==> config.mk <==
export PLATFORM = sky130hd
export DESIGN_NAME = mem_ctrl
export DESIGN_NICKNAME = d
export VERILOG_FILES = /design/src/rtl/mem_ctrl_pkg.sv /design/src/rtl/mem_ctrl_rr_arbiter.sv /design/src/rtl/mem_ctrl.sv
export SDC_FILE = /design/constraint.sdc
export NUM_CORES = 1
export LEC_CHECK = 0
export ABC_AREA = 1
export CORE_AREA = 4 4 132 134
export DETAILED_ROUTE_END_ITERATION = 12
export DIE_AREA = 0 0 136 138
export PLACE_DENSITY = 0.83
export RECOVER_POWER = 25
export SLEW_MARGIN = 20
export SYNTH_ARGS = -nofsm -noshare
export SYNTH_HDL_FRONTEND = slang
export SYNTH_SLANG_ARGS = --single-unit
==> constraint.sdc <==
create_clock -name clk -period 7.6 [get_ports clk]
set_input_delay 0.76 -clock clk [delete_from_list [all_inputs] [get_ports clk]]
set_output_delay 0.76 -clock clk [all_outputs]
set_load 0.1 [all_outputs]
==> src/rtl/mem_ctrl_pkg.sv <==
// Shared types and helpers for the memory front end.
// Contents: access-size encoding, default memory size, size-to-byte-enable
// and size-to-byte-count decoders.
package mem_ctrl_pkg;

  typedef enum logic [1:0] {
    SZ_BYTE = 2'b00,
    SZ_HALF = 2'b01,
    SZ_WORD = 2'b10,
    SZ_ILL  = 2'b11
  } size_e;

  localparam int unsigned MEM_BYTES_DEFAULT = 1024;

  // Byte lanes touched by an access; illegal size enables nothing.
  function automatic logic [3:0] size_to_byt_en(input logic [1:0] size);
    logic [3:0] en;
    case (size)
      SZ_BYTE: en = 4'b0001;
      SZ_HALF: en = 4'b0011;
      SZ_WORD: en = 4'b1111;
      default: en = 4'b0000;
    endcase
    return en;
  endfunction

  // Bytes covered by an access; illegal size is flagged separately, so its
  // count only needs to be harmless in the range check.
  function automatic logic [2:0] size_to_nbytes(input logic [1:0] size);
    logic [2:0] n;
    case (size)
      SZ_BYTE: n = 3'd1;
      SZ_HALF: n = 3'd2;
      default: n = 3'd4;
    endcase
    return n;
  endfunction

endpackage

==> src/rtl/mem_ctrl_rr_arbiter.sv <==
// Round-robin arbiter over N_REQ eligible requesters.
// Ports: clk, rst_n (async active-low), eligible (request vector),
//        grant_c (one-hot or zero, combinational from eligible and pointer).
// The pointer names the highest-priority port and moves past each winner.
module rr_arbiter
  import mem_ctrl_pkg::*;
#(
  parameter int unsigned N_REQ = 2
) (
  input  logic             clk,
  input  logic             rst_n,
  input  logic [N_REQ-1:0] eligible,
  output logic [N_REQ-1:0] grant_c
);

  localparam int unsigned PW = (N_REQ > 1) ? $clog2(N_REQ) : 1;

  logic [PW-1:0] ptr;
  logic [PW-1:0] ptr_next;
  logic [PW-1:0] idx;
  logic [PW-1:0] gidx;
  logic          found;

  // Scan ports starting at the pointer, first eligible one wins.
  always_comb begin
    grant_c = '0;
    found   = 1'b0;
    gidx    = '0;
    idx     = '0;
    for (int unsigned k = 0; k < N_REQ; k++) begin
      idx = PW'((32'(ptr) + k) % N_REQ);
      if (!found && eligible[idx]) begin
        found        = 1'b1;
        grant_c[idx] = 1'b1;
        gidx         = idx;
      end
    end
  end

  // Pointer moves to the port after the winner; holds when idle.
  always_comb begin
    ptr_next = ptr;
    if (found) begin
      ptr_next = (gidx == PW'(N_REQ - 1)) ? '0 : gidx + PW'(1);
    end
  end

  always_ff @(posedge clk or negedge rst_n) begin
    if (!rst_n) begin
      ptr <= '0;
    end else begin
      ptr <= ptr_next;
    end
  end

endmodule

==> src/rtl/mem_ctrl.sv <==
// Multi-requester front end for the byte-enable data memory.
// Ports: clk, rst_n; per-requester req_* (valid/ready request channel with
//        we/size/signed/addr/wdata) and rsp_* (valid/ready response with
//        rdata/err); mem_* drive the memory combinationally in the grant
//        cycle, mem_rd_data is its combinational read data.
// One access per cycle; the response registers one cycle after grant.
module mem_ctrl
  import mem_ctrl_pkg::*;
#(
  parameter int unsigned N_REQ     = 2,
  parameter int unsigned MEM_BYTES = MEM_BYTES_DEFAULT
) (
  input  logic                   clk,
  input  logic                   rst_n,
  input  logic [N_REQ-1:0]       req_valid,
  output logic [N_REQ-1:0]       req_ready,
  input  logic [N_REQ-1:0]       req_we,
  input  logic [N_REQ-1:0][1:0]  req_size,
  input  logic [N_REQ-1:0]       req_signed,
  input  logic [N_REQ-1:0][31:0] req_addr,
  input  logic [N_REQ-1:0][31:0] req_wdata,
  output logic [N_REQ-1:0]       rsp_valid,
  input  logic [N_REQ-1:0]       rsp_ready,
  output logic [N_REQ-1:0][31:0] rsp_rdata,
  output logic [N_REQ-1:0]       rsp_err,
  output logic [31:0]            mem_adrs_rd,
  output logic [31:0]            mem_adrs_wr,
  output logic                   mem_wr_en,
  output logic [3:0]             mem_byt_en,
  output logic                   mem_sign_ext,
  output logic [31:0]            mem_wr_data,
  input  logic [31:0]            mem_rd_data
);

  localparam int unsigned IW = (N_REQ > 1) ? $clog2(N_REQ) : 1;

  logic [N_REQ-1:0] eligible;
  logic [N_REQ-1:0] grant;
  logic [IW-1:0]    gsel;
  logic             any_grant;
  logic             sel_we;
  logic [1:0]       sel_size;
  logic             sel_signed;
  logic [31:0]      sel_addr;
  logic [31:0]      sel_wdata;
  logic [3:0]       sel_byt_en;
  logic [32:0]      end_addr;
  logic             sel_err;

  // A port may win only if its response slot is free or draining now.
  assign eligible = req_valid & (~rsp_valid | rsp_ready);

  rr_arbiter #(.N_REQ(N_REQ)) u_arb (
    .clk      (clk),
    .rst_n    (rst_n),
    .eligible (eligible),
    .grant_c  (grant)
  );

  assign req_ready = grant;
  assign any_grant = |grant;

  // One-hot grant to index.
  always_comb begin
    gsel = '0;
    for (int unsigned i = 0; i < N_REQ; i++) begin
      if (grant[i]) gsel = IW'(i);
    end
  end

  assign sel_we     = req_we[gsel];
  assign sel_size   = req_size[gsel];
  assign sel_signed = req_signed[gsel];
  assign sel_addr   = req_addr[gsel];
  assign sel_wdata  = req_wdata[gsel];
  assign sel_byt_en = size_to_byt_en(sel_size);

  // Last byte computed in 33 bits so addresses near 2^32 cannot wrap legal.
  assign end_addr = {1'b0, sel_addr} + 33'(size_to_nbytes(sel_size)) - 33'd1;
  assign sel_err  = (sel_size == SZ_ILL) || (end_addr > 33'(MEM_BYTES - 1));

  // Memory drive: idle and rejected grants leave every control at zero.
  always_comb begin
    mem_adrs_rd  = '0;
    mem_adrs_wr  = '0;
    mem_wr_en    = 1'b0;
    mem_byt_en   = '0;
    mem_sign_ext = 1'b0;
    mem_wr_data  = '0;
    if (any_grant && !sel_err) begin
      mem_byt_en = sel_byt_en;
      if (sel_we) begin
        mem_adrs_wr = sel_addr;
        mem_wr_data = sel_wdata;
        mem_wr_en   = 1'b1;
      end else begin
        mem_adrs_rd  = sel_addr;
        mem_sign_ext = sel_signed;
      end
    end
  end

  // Response slots: a new grant reloads even while draining, else drain clears.
  always_ff @(posedge clk or negedge rst_n) begin
    if (!rst_n) begin
      rsp_valid <= '0;
      rsp_rdata <= '0;
      rsp_err   <= '0;
    end else begin
      for (int unsigned i = 0; i < N_REQ; i++) begin
        if (grant[i]) begin
          rsp_valid[i] <= 1'b1;
          rsp_rdata[i] <= (sel_err || sel_we) ? '0 : mem_rd_data;
          rsp_err[i]   <= sel_err;
        end else if (rsp_ready[i]) begin
          rsp_valid[i] <= 1'b0;
          rsp_rdata[i] <= '0;
          rsp_err[i]   <= 1'b0;
        end
      end
    end
  end

endmodule
== After elaboration in Yosys (flattened, before gate mapping) ==
Index checks and enable logic that the tools add are counted.
Word-level totals
  bits in registers: 69
  output and inout bits: 172
  input port bits: 174
  logic and storage cells: 86
Operators by class
  multiplexer cells: 50
  $lt $le $gt $ge: 6
  $add $sub $neg: 4
  reduce and logical (&&, ||, !) cells: 12
  equality and inequality tests: 3
  bitwise gates (word level): 4
Operators with widths (number)
  32-bit two-way mux: 15
  32-bit by 3-bit adder with 33-bit output: 1
  33-bit by 10-bit greater-than comparator with 1-bit output, second input constant: 1
  33-bit by 1-bit subtractor with 33-bit output, second input constant: 1
  1-bit two-way mux: 26
  4-bit case mux with 3 select lines: 1
  2-bit two-way mux: 4
  1-bit by 2-bit < comparator with 1-bit output, second input constant: 3
  3-bit case mux with 2 select lines: 1
  2-bit equality test, second input constant: 2
  1-bit logical AND: 4
  4-bit two-way mux: 1
  2-bit OR: 2
  2-bit nonzero test: 2
  1-bit adder, second input constant: 2
  2-bit bitwise AND: 1
  1-bit demux with 1-bit select: 2
  2-bit by 1-bit equality test with 1-bit output, second input constant: 1
  1-bit greater-or-equal comparator, second input constant: 2
  1-bit logical NOT: 2
  2-bit logical NOT: 1
  1-bit logical OR: 2
  2-bit inverter: 1
  2-bit OR reduction: 1

== Depth between registers and ports, before layout ==
Gate-level depths: netlist (run 1).
  depth after elaboration: 21
  mapped depth: 35

== Hierarchy ==
A second synthesis (run 1) with hierarchy kept.
Second synthesis, totals
  cell total of the unflattened synthesis: 1097
  area total of the unflattened synthesis: 6741.5 µm²
By module, submodules not included
  mem_ctrl: cells an instance 1086, area each 6677.7 µm², instances 1, sequential area each 1701.6 µm²
  rr_arbiter: cells an instance 11, area each 63.8 µm², instances 1, sequential area each 25.0 µm²

== Least setup slack after synthesis (run 1) ==
Ideal clock, no wire load.
  kind: register to output
  start point: register rsp_valid[0]
  end point: output mem_adrs_rd[10]
  stages on the path, launching flop included: 34
  slack: 0.148 ns
  arrival: 6.692 ns
  path buffers: 3
  cell sequence: dfrtp_1 > a21boi_0 > nand2_1 > nand2_1 > buf_2 > inv_1 > clkbuf_1 > or2_2 > o21ai_0 > inv_1 > ha_1 > inv_1 > ha_1 > inv_1 > ha_1 > fa_1 > nand2_1 > nand2_1 > nand2_1 > nand2_1 > nand2_1 > nand2_1 > nand2_1 > nand2_1 > nand2_1 > nand2_1 > nor2_1 > nand2_1 > nor2_1 > nand3_1 > nor2_2 > nand2_1 > buf_2 > nor3_1
Between the ends
  longest elaborated chain between the ends: 21
  elaborated cells on any way between the ends: 33
  those cells by class: 2 x add/sub; 1 x order compare; 2 x eq/ne; 17 x mux; 4 x bitwise; 7 x reduce/logical
Ends and longest elaborated chain
  start: declaration: line mem_ctrl.sv:22  | output logic [N_REQ-1:0] rsp_valid,
  start signal: assignment: line mem_ctrl.sv:106  | rsp_valid <= '0;
  start signal: indexed assignment: line mem_ctrl.sv:112  | rsp_valid[i] <= 1'b1;
  start signal: indexed assignment: line mem_ctrl.sv:116  | rsp_valid[i] <= 1'b0;
  2-bit inverter *: line mem_ctrl.sv:51  | assign eligible = req_valid & (~rsp_valid | rsp_ready);
  2-bit OR *: line mem_ctrl.sv:51
  2-bit bitwise AND *: line mem_ctrl.sv:51
  1-bit two-way mux (not written as such) (2 in series): line mem_ctrl_rr_arbiter.sv:32  | if (!found && eligible[idx]) begin
  1-bit two-way mux: line mem_ctrl_rr_arbiter.sv:32
  1-bit logical NOT: line mem_ctrl_rr_arbiter.sv:32
  1-bit logical AND: line mem_ctrl_rr_arbiter.sv:32
  2-bit two-way mux *: line mem_ctrl_rr_arbiter.sv:32
  [... 4 more ...]
  3-bit case mux with 2 select lines: line mem_ctrl_pkg.sv:31  | case (size)
  32-bit by 3-bit adder with 33-bit output: line mem_ctrl.sv:79  | assign end_addr = {1'b0, sel_addr} + 33'(size_to_nbytes(sel_size)) - 33'd1;
  33-bit by 1-bit subtractor with 33-bit output: line mem_ctrl.sv:79
  33-bit by 10-bit greater-than comparator with 1-bit output: line mem_ctrl.sv:80  | assign sel_err = (sel_size == SZ_ILL) || (end_addr > 33'(MEM_BYTES - 1));
  1-bit logical OR: line mem_ctrl.sv:80
  1-bit logical NOT: line mem_ctrl.sv:90  | if (any_grant && !sel_err) begin
  1-bit logical AND: line mem_ctrl.sv:90
  32-bit two-way mux *: line mem_ctrl.sv:90
  end: declaration: line mem_ctrl.sv:26  | output logic [31:0] mem_adrs_rd,
Every way passes the cells marked *; elsewhere a longest branch is shown, timed or not. The select of a mux whose other input is x is not followed.

== Worst setup path after layout (run 1) ==
  start point: input rsp_ready[1]
  end point: output mem_adrs_rd[16]
Between the ends
  longest elaborated chain between the ends: 20
  elaborated cells on any way between the ends: 32
  those cells by class: 2 x add/sub; 1 x order compare; 2 x eq/ne; 17 x mux; 3 x bitwise; 7 x reduce/logical
Ends and longest elaborated chain
  start: declaration: line mem_ctrl.sv:23  | input logic [N_REQ-1:0] rsp_ready,
  2-bit OR *: line mem_ctrl.sv:51
  2-bit bitwise AND *: line mem_ctrl.sv:51
  1-bit two-way mux (not written as such) (2 in series): line mem_ctrl_rr_arbiter.sv:32
  1-bit two-way mux: line mem_ctrl_rr_arbiter.sv:32
  1-bit logical NOT: line mem_ctrl_rr_arbiter.sv:32
  1-bit logical AND: line mem_ctrl_rr_arbiter.sv:32
  2-bit two-way mux *: line mem_ctrl_rr_arbiter.sv:32
  1-bit two-way mux: line mem_ctrl.sv:67  | if (grant[i]) gsel = IW'(i);
  [... 3 more ...]
  3-bit case mux with 2 select lines: line mem_ctrl_pkg.sv:31
  32-bit by 3-bit adder with 33-bit output: line mem_ctrl.sv:79
  33-bit by 1-bit subtractor with 33-bit output: line mem_ctrl.sv:79
  33-bit by 10-bit greater-than comparator with 1-bit output: line mem_ctrl.sv:80
  1-bit logical OR: line mem_ctrl.sv:80
  1-bit logical NOT: line mem_ctrl.sv:90
  1-bit logical AND: line mem_ctrl.sv:90
  32-bit two-way mux *: line mem_ctrl.sv:90
Marked as above.

==> flow_summary.toml, run 1 <==
[run_status]
outcome = "finished, violations left"
violations = "capacitance limit, slew limit"

[yosys]
syn_area_per_cell_sq_um = 6.22
synth_fp_nets = 1283
syn_area_sq_um = 6650
yosysUniqueCellTypes = 29
synth_seq_cells = 69
yosysSeqAreaShare = 0.260
yosys.area.top_type_share = 0.260
synth_common_cells = "353 x nand2_1, 133 x inv_1, 118 x nor2_1"
ys_warn_count = 0
postSynth.asyncResetShare = 1.00
syn_inst = 1070
yosys_most_used_dff = "dfrtp_1"
synth_enable_flop_cells = 0
synthTopCellsByArea = "dfrtp_1 26%, nand2_1 20%, inv_1 7.5%"
synth.most_common_cell = "nand2_1"
synth_top_area_cell = "dfrtp_1"

[route]
initialDrtViolationCount = 559
firstDrtPassIters = 6
num_vias = 8375
wl_per_cell_microns = 17.6
routed_wirelength_microns = 28300
drc = 0
viasPerCell = 5.19
ant_nets = 0

[placed_design]
place.port_buffers = 345
dp_hpwl_microns = 22600
post_dp_cell_area_sq_um = 11300
dp_slack_ps = 308
place_congestion = 0.952

[setup_path]
reg2reg_from = "rsp_valid[0]"
crit_path_max_fanout = 27
worst_path_most_repeated_cell = "nand2_1"
cp_slowest_cell = "clkdlybuf4s50_1"
cp.required_ps = 6840
startpoint_type = "input port"
regToRegSetupSlack_ps = 2750
cpPeakStageDelay_ps = 610
crit_arrival_ps = 6210
rr_worst_depth = 28
crit_type = "in -> out"
critPathLaunch = "rsp_ready[1]"
end_kind = "primary output"
critPathCapture = "mem_adrs_rd[16]"
r2r_end = "rsp_rdata[45]"

[clock_tree]
max-clock-path-buffers = 2
post_cts_buffers = 0
cts-root-buf = "clkbuf_16"
cts_max_level = 3
clk_latency_ps = 330
holdBufCountCts = 0
cts_tree = "done"
ctsResizeCount = 0
cts_made_buffers = 9
cts_sinks = 69
clk_pin_slew_worst_paths_ps = 60

[sta]
hold_viol_final = 0
drv_slew = 70
skew_ps = 11.0
tns_ps = 0
period_minus_slack_ps = 6970
worst_slack_ps = 631
fmax_mhz = 144
min_period_over_period = 0.917
slew_headroom = -1.45
rsz0062_at_grt = "no"
finalSetupViolCount = 0
worstMarginPinSlew_ps = 3670

[power_and_ir_drop]
clock_power_share = 0.275
seqPwrFrac = 0.225
vdd_drop_max_mv = 0.143
power-per-cell-area_nw_per_um2 = 145
power_switching_mw = 0.705
intPower_mw = 0.979
combPwrFrac = 0.501
power_leakage_nw = 5.90
swShare = 0.419

[floorplanning]
die_y_microns = 138
die-area_sq_um = 18800
pin_count = 346
core-area_sq_um = 16300
fp.dieW_microns = 136
row_count = 47
start_util = 0.408

[global_route]
grt_pass1_vias = 8363
grt_usage = 0.296
grt_pass1_wl_microns = 44500
grt_max_degree = 70
antenna_found_initial = 2
gr-total-overflow = 0

[hold_path]
hold_class = "reg -> reg"

[final_layout]
stdcell_area_sq_um = 11600
drive_above_1_share = 0.121
area_delta_synth_final_pct = 74.4
nets = 1599

[run]
drv_cap = 1
[cell families after synthesis]
family	count (synthesis)	share of synthesized area
AO/OA/AOI/OAI	71	0.0576
AND/OR/NAND/NOR	664	0.434
buffers and inverters	190	0.118
adder cells (fa/ha/maj)	39	0.0745
multiplexers	37	0.0557
flip-flops	69	0.260
[per-layer routing]
metal	GRT usage	vias up	part of all wire
met5	0	-	0
met4	0.0817	0	0.026
met3	0.0709	49	0.075
met2	0.524	336	0.51
met1	0.356	3930	0.39
li1	-	4060	-
[placed cells by master, fill, tap and decap left out, drive strengths merged, types with 2 or more instances in the layout]
cell type,instances
diode,2
inv,138
buf,114
nor2,119
a21oi,23
dlygate4sd3,5
clkbuf,11
or2,29
nand3,36
a21o,2
clkdlybuf4s50,237
mux2i,37
nand2,353
nor3,40
nand3b,7
bufinv,2
clkinv,3
o21ai,37
o21bai,6
ha,38
nand4,73
a21boi,2
dfrtp,69
and2,5
[registers in the layout, summed over array words and instances, names as in the netlist, named ones only]
signal and count:
rsp_err 2, rsp_rdata 64, rsp_valid 2
[final cells by class]
class / instances / area [sq um]
Sequential cell: 69 / 1730
Tap cell: 220 / 275
Antenna cell: 2 / 5.00
Inverter: 138 / 518
Clock buffer: 10 / 239
Clock inverter: 6 / 93.8
Fill cell: 1278 / 4690
Timing Repair Buffer: 357 / 4570
Multi-Input combinational cell: 811 / 4170
[worst max-delay path, delay by kind of cell]
family	cells	cell delay (ps)
buffers and inverters	7	1570
and+or+nand+nor	15	1970
AOI/OAI and AO/OA	3	770
adders and majority gates	4	1080
[per-stage QoR]
step / hold slack [ps] / util / power, mW / std cells
finish: 478 / 0.712 / 1.68 / 1613
floorplan: 464 / - / 0.945 / 1070
detailed placement: 464 / 0.692 / 1.22 / 1595
global placement: 462 / 0.692 / 1.20 / 1595
CTS: 481 / 0.712 / 1.68 / 1611
global route: 500 / 0.712 / 1.81 / 1613
[worst min-delay path by stage]
stage          slack, ps  cells past startpoint                    endpoint          start
2_1_floorplan        460                      0  asynchronous set/reset pin          rst_n
3_3_place_gp         460                      2               rsp_rdata[49]  rsp_rdata[49]
3_5_place_dp         460                      2               rsp_rdata[26]  rsp_rdata[26]
4_1_cts              480                      2                rsp_rdata[6]   rsp_rdata[6]
5_1_grt              500                      2               rsp_rdata[56]  rsp_rdata[56]
6_report             480                      2               rsp_rdata[61]  rsp_rdata[61]
[power groups by stage]
stage	combinational [mW]	clock, mW	sequential, mW
2_1_floorplan	0.534	0	0.412
3_3_place_gp	0.817	0	0.384
3_5_place_dp	0.831	0	0.385
4_1_cts	0.835	0.467	0.378
5_1_grt	0.943	0.485	0.378
6_report	0.843	0.462	0.378
No activity file was read; power rests on OpenSTA's default activity.
==> run 2: changes to the inputs <==
Settings changed: ABC_CLOCK_PERIOD_IN_PS from default to 7600, CORE_AREA 4 4 132 134 to 2 2 134 136, PLACE_DENSITY 0.83 to 0.78.
==> run 2 against run 1 <==
  * The flow still finishes with violations (capacitance limit, slew limit)
  * First-iteration DRC count decreased by 15%
  * Sequential cell count unchanged
  * Register-to-register slack got worse by 190 ps
  * Combinational power increased by 2%
  * Die area unchanged
  * Largest cell class unchanged
==> flow_summary.toml, run 2 (synthesized netlist as in run 1, its figures left out) <==
[sta]
drv_slew = 70
finalSetupViolCount = 0
min_period_over_period = 0.921
hold_viol_final = 0
slew_headroom = -1.40
skew_ps = 4.73
fmax_mhz = 143
worstMarginPinSlew_ps = 3600
tns_ps = 0
period_minus_slack_ps = 7000
rsz0062_at_grt = "no"
hold_slack_ps = 470

[power_and_ir_drop]
swShare = 0.427
p_total_mw = 1.62
power_leakage_nw = 5.90
seqPwrFrac = 0.233
power_switching_mw = 0.694
vdd_drop_max_mv = 0.139
intPower_mw = 0.930
power-per-cell-area_nw_per_um2 = 140
combPwrFrac = 0.528
clock_power_share = 0.239

[clock_tree]
cts_made_buffers = 9
cts_tree = "done"
cts_max_level = 3
cts-root-buf = "clkbuf_16"
clk_latency_ps = 330
max-clock-path-buffers = 2
ctsResizeCount = 0
cts_sinks = 69
clk_pin_slew_worst_paths_ps = 50
holdBufCountCts = 0
post_cts_buffers = 0

[global_route]
gr-total-overflow = 0
grt_pass1_vias = 8116
antenna_found_initial = 2
grt_max_degree = 74
grt_usage = 0.294
grt_pass1_wl_microns = 43400

[hold_path]
hold_class = "reg -> reg"

[route]
wl_met2_microns = 13600
routed_wirelength_microns = 27800
viasPerCell = 5.09
num_vias = 8267
drc = 0
wl_met3_microns = 2500
wl_per_cell_microns = 17.2
initialDrtViolationCount = 475
ant_nets = 0
met1_length_microns = 11000
highest_layer = "met5"
firstDrtPassIters = 5

[final_layout]
drive_above_1_share = 0.122
area_delta_synth_final_pct = 74.0
nets = 1603
top_register = "rsp_rdata"
final_cell_mix = "352 x nand2_1, 237 x clkdlybuf4s50_1, 131 x inv_1, 116 x nor2_1, 103 x buf_12"
final_common_cell = "nand2_1"
largest_reg_flops = 64
reg_top3 = "rsp_rdata: 64 flops, rsp_err: 2 flops, rsp_valid: 2 flops"
n_antenna_cell = 0

[setup_path]
crit_arrival_ps = 6240
crit_path_max_fanout = 73
end_kind = "primary output"
startpoint_type = "input port"
worst_path_most_repeated_cell = "nand2_1"
cp.required_ps = 6840
cp_slowest_cell = "clkdlybuf4s50_1"
cpPeakStageDelay_ps = 580
crit_type = "in -> out"

[placed_design]
dp_hpwl_microns = 22000
place_congestion = 0.929
place.port_buffers = 345

[run_status]
violations = "capacitance limit, slew limit"
outcome = "finished, violations left"

[floorplanning]
pin_count = 346
start_util = 0.379
die_y_microns = 138
row_count = 49
core-area_sq_um = 17500
die-area_sq_um = 18800
fp.dieW_microns = 136

[run]
drv_cap = 1
[run 2: cell types whose count changed in the layout (fill, tap and decap cells not counted), moves of 2 or more]
cell       delta
clkbuf_8      +2
bufinv_16     -2
clkinv_4      -2
diode_2       -2
buf_4         +5
clkbuf_1      +2
[run 2: through the flow]
step	cell area (sq um)	util	setup slack (ps)	cells
final	11600	0.660	597	1623
after global routing	11600	0.660	121	1623
after CTS	11600	0.660	616	1623
after detailed placement	11300	0.645	649	1608
after global placement	11300	0.645	831	1608
after floorplan	6650	-	148	1070
[run 2: final timing paths]
kind                               startpoint                    endpoint  slack (ps)  cells after the start
worst max register to register   rsp_valid[1]               rsp_rdata[28]        2560                     26
min in group asynchronous               rst_n               rsp_rdata[37]        1760                      2
worst max-delay path             rsp_ready[1]              mem_adrs_rd[4]         600                     29
worst min register to register  rsp_rdata[61]               rsp_rdata[61]         470                      2
worst min-delay path            rsp_rdata[61]               rsp_rdata[61]         470                      2
max in group asynchronous               rst_n  asynchronous set/reset pin        3810                      2
[run 2: routing by layer]
layer,vias up,GRT usage
li1,4066,-
met1,3821,0.350
met2,320,0.495
met3,58,0.0994
met4,2,0.0948
met5,-,0
[run 2: critical path, delay by kind of cell]
| family | cells | cell delay, ps |
|---|---|---|
| buf+inv | 7 | 1570 |
| simple gates | 15 | 1850 |
| compound gates | 3 | 940 |
| fa+ha+maj | 4 | 1080 |
[run 2: area by class of cell]
class / count / area [sq um]
Inverter: 138 / 518
Tap cell: 229 / 287
Clock buffer: 14 / 274
Multi-Input combinational cell: 811 / 4170
Clock inverter: 1 / 5.00
Timing Repair Buffer: 361 / 4600
Fill cell: 1505 / 5960
Sequential cell: 69 / 1730
[run 2: power by group through the flow]
| stage | combinational [mW] | clock [mW] | sequential, mW |
|---|---|---|---|
| 2_1_floorplan | 0.534 | 0 | 0.412 |
| 3_3_place_gp | 0.840 | 0 | 0.384 |
| 3_5_place_dp | 0.847 | 0 | 0.384 |
| 4_1_cts | 0.851 | 0.394 | 0.378 |
| 5_1_grt | 0.955 | 0.411 | 0.379 |
| 6_report | 0.857 | 0.389 | 0.378 |
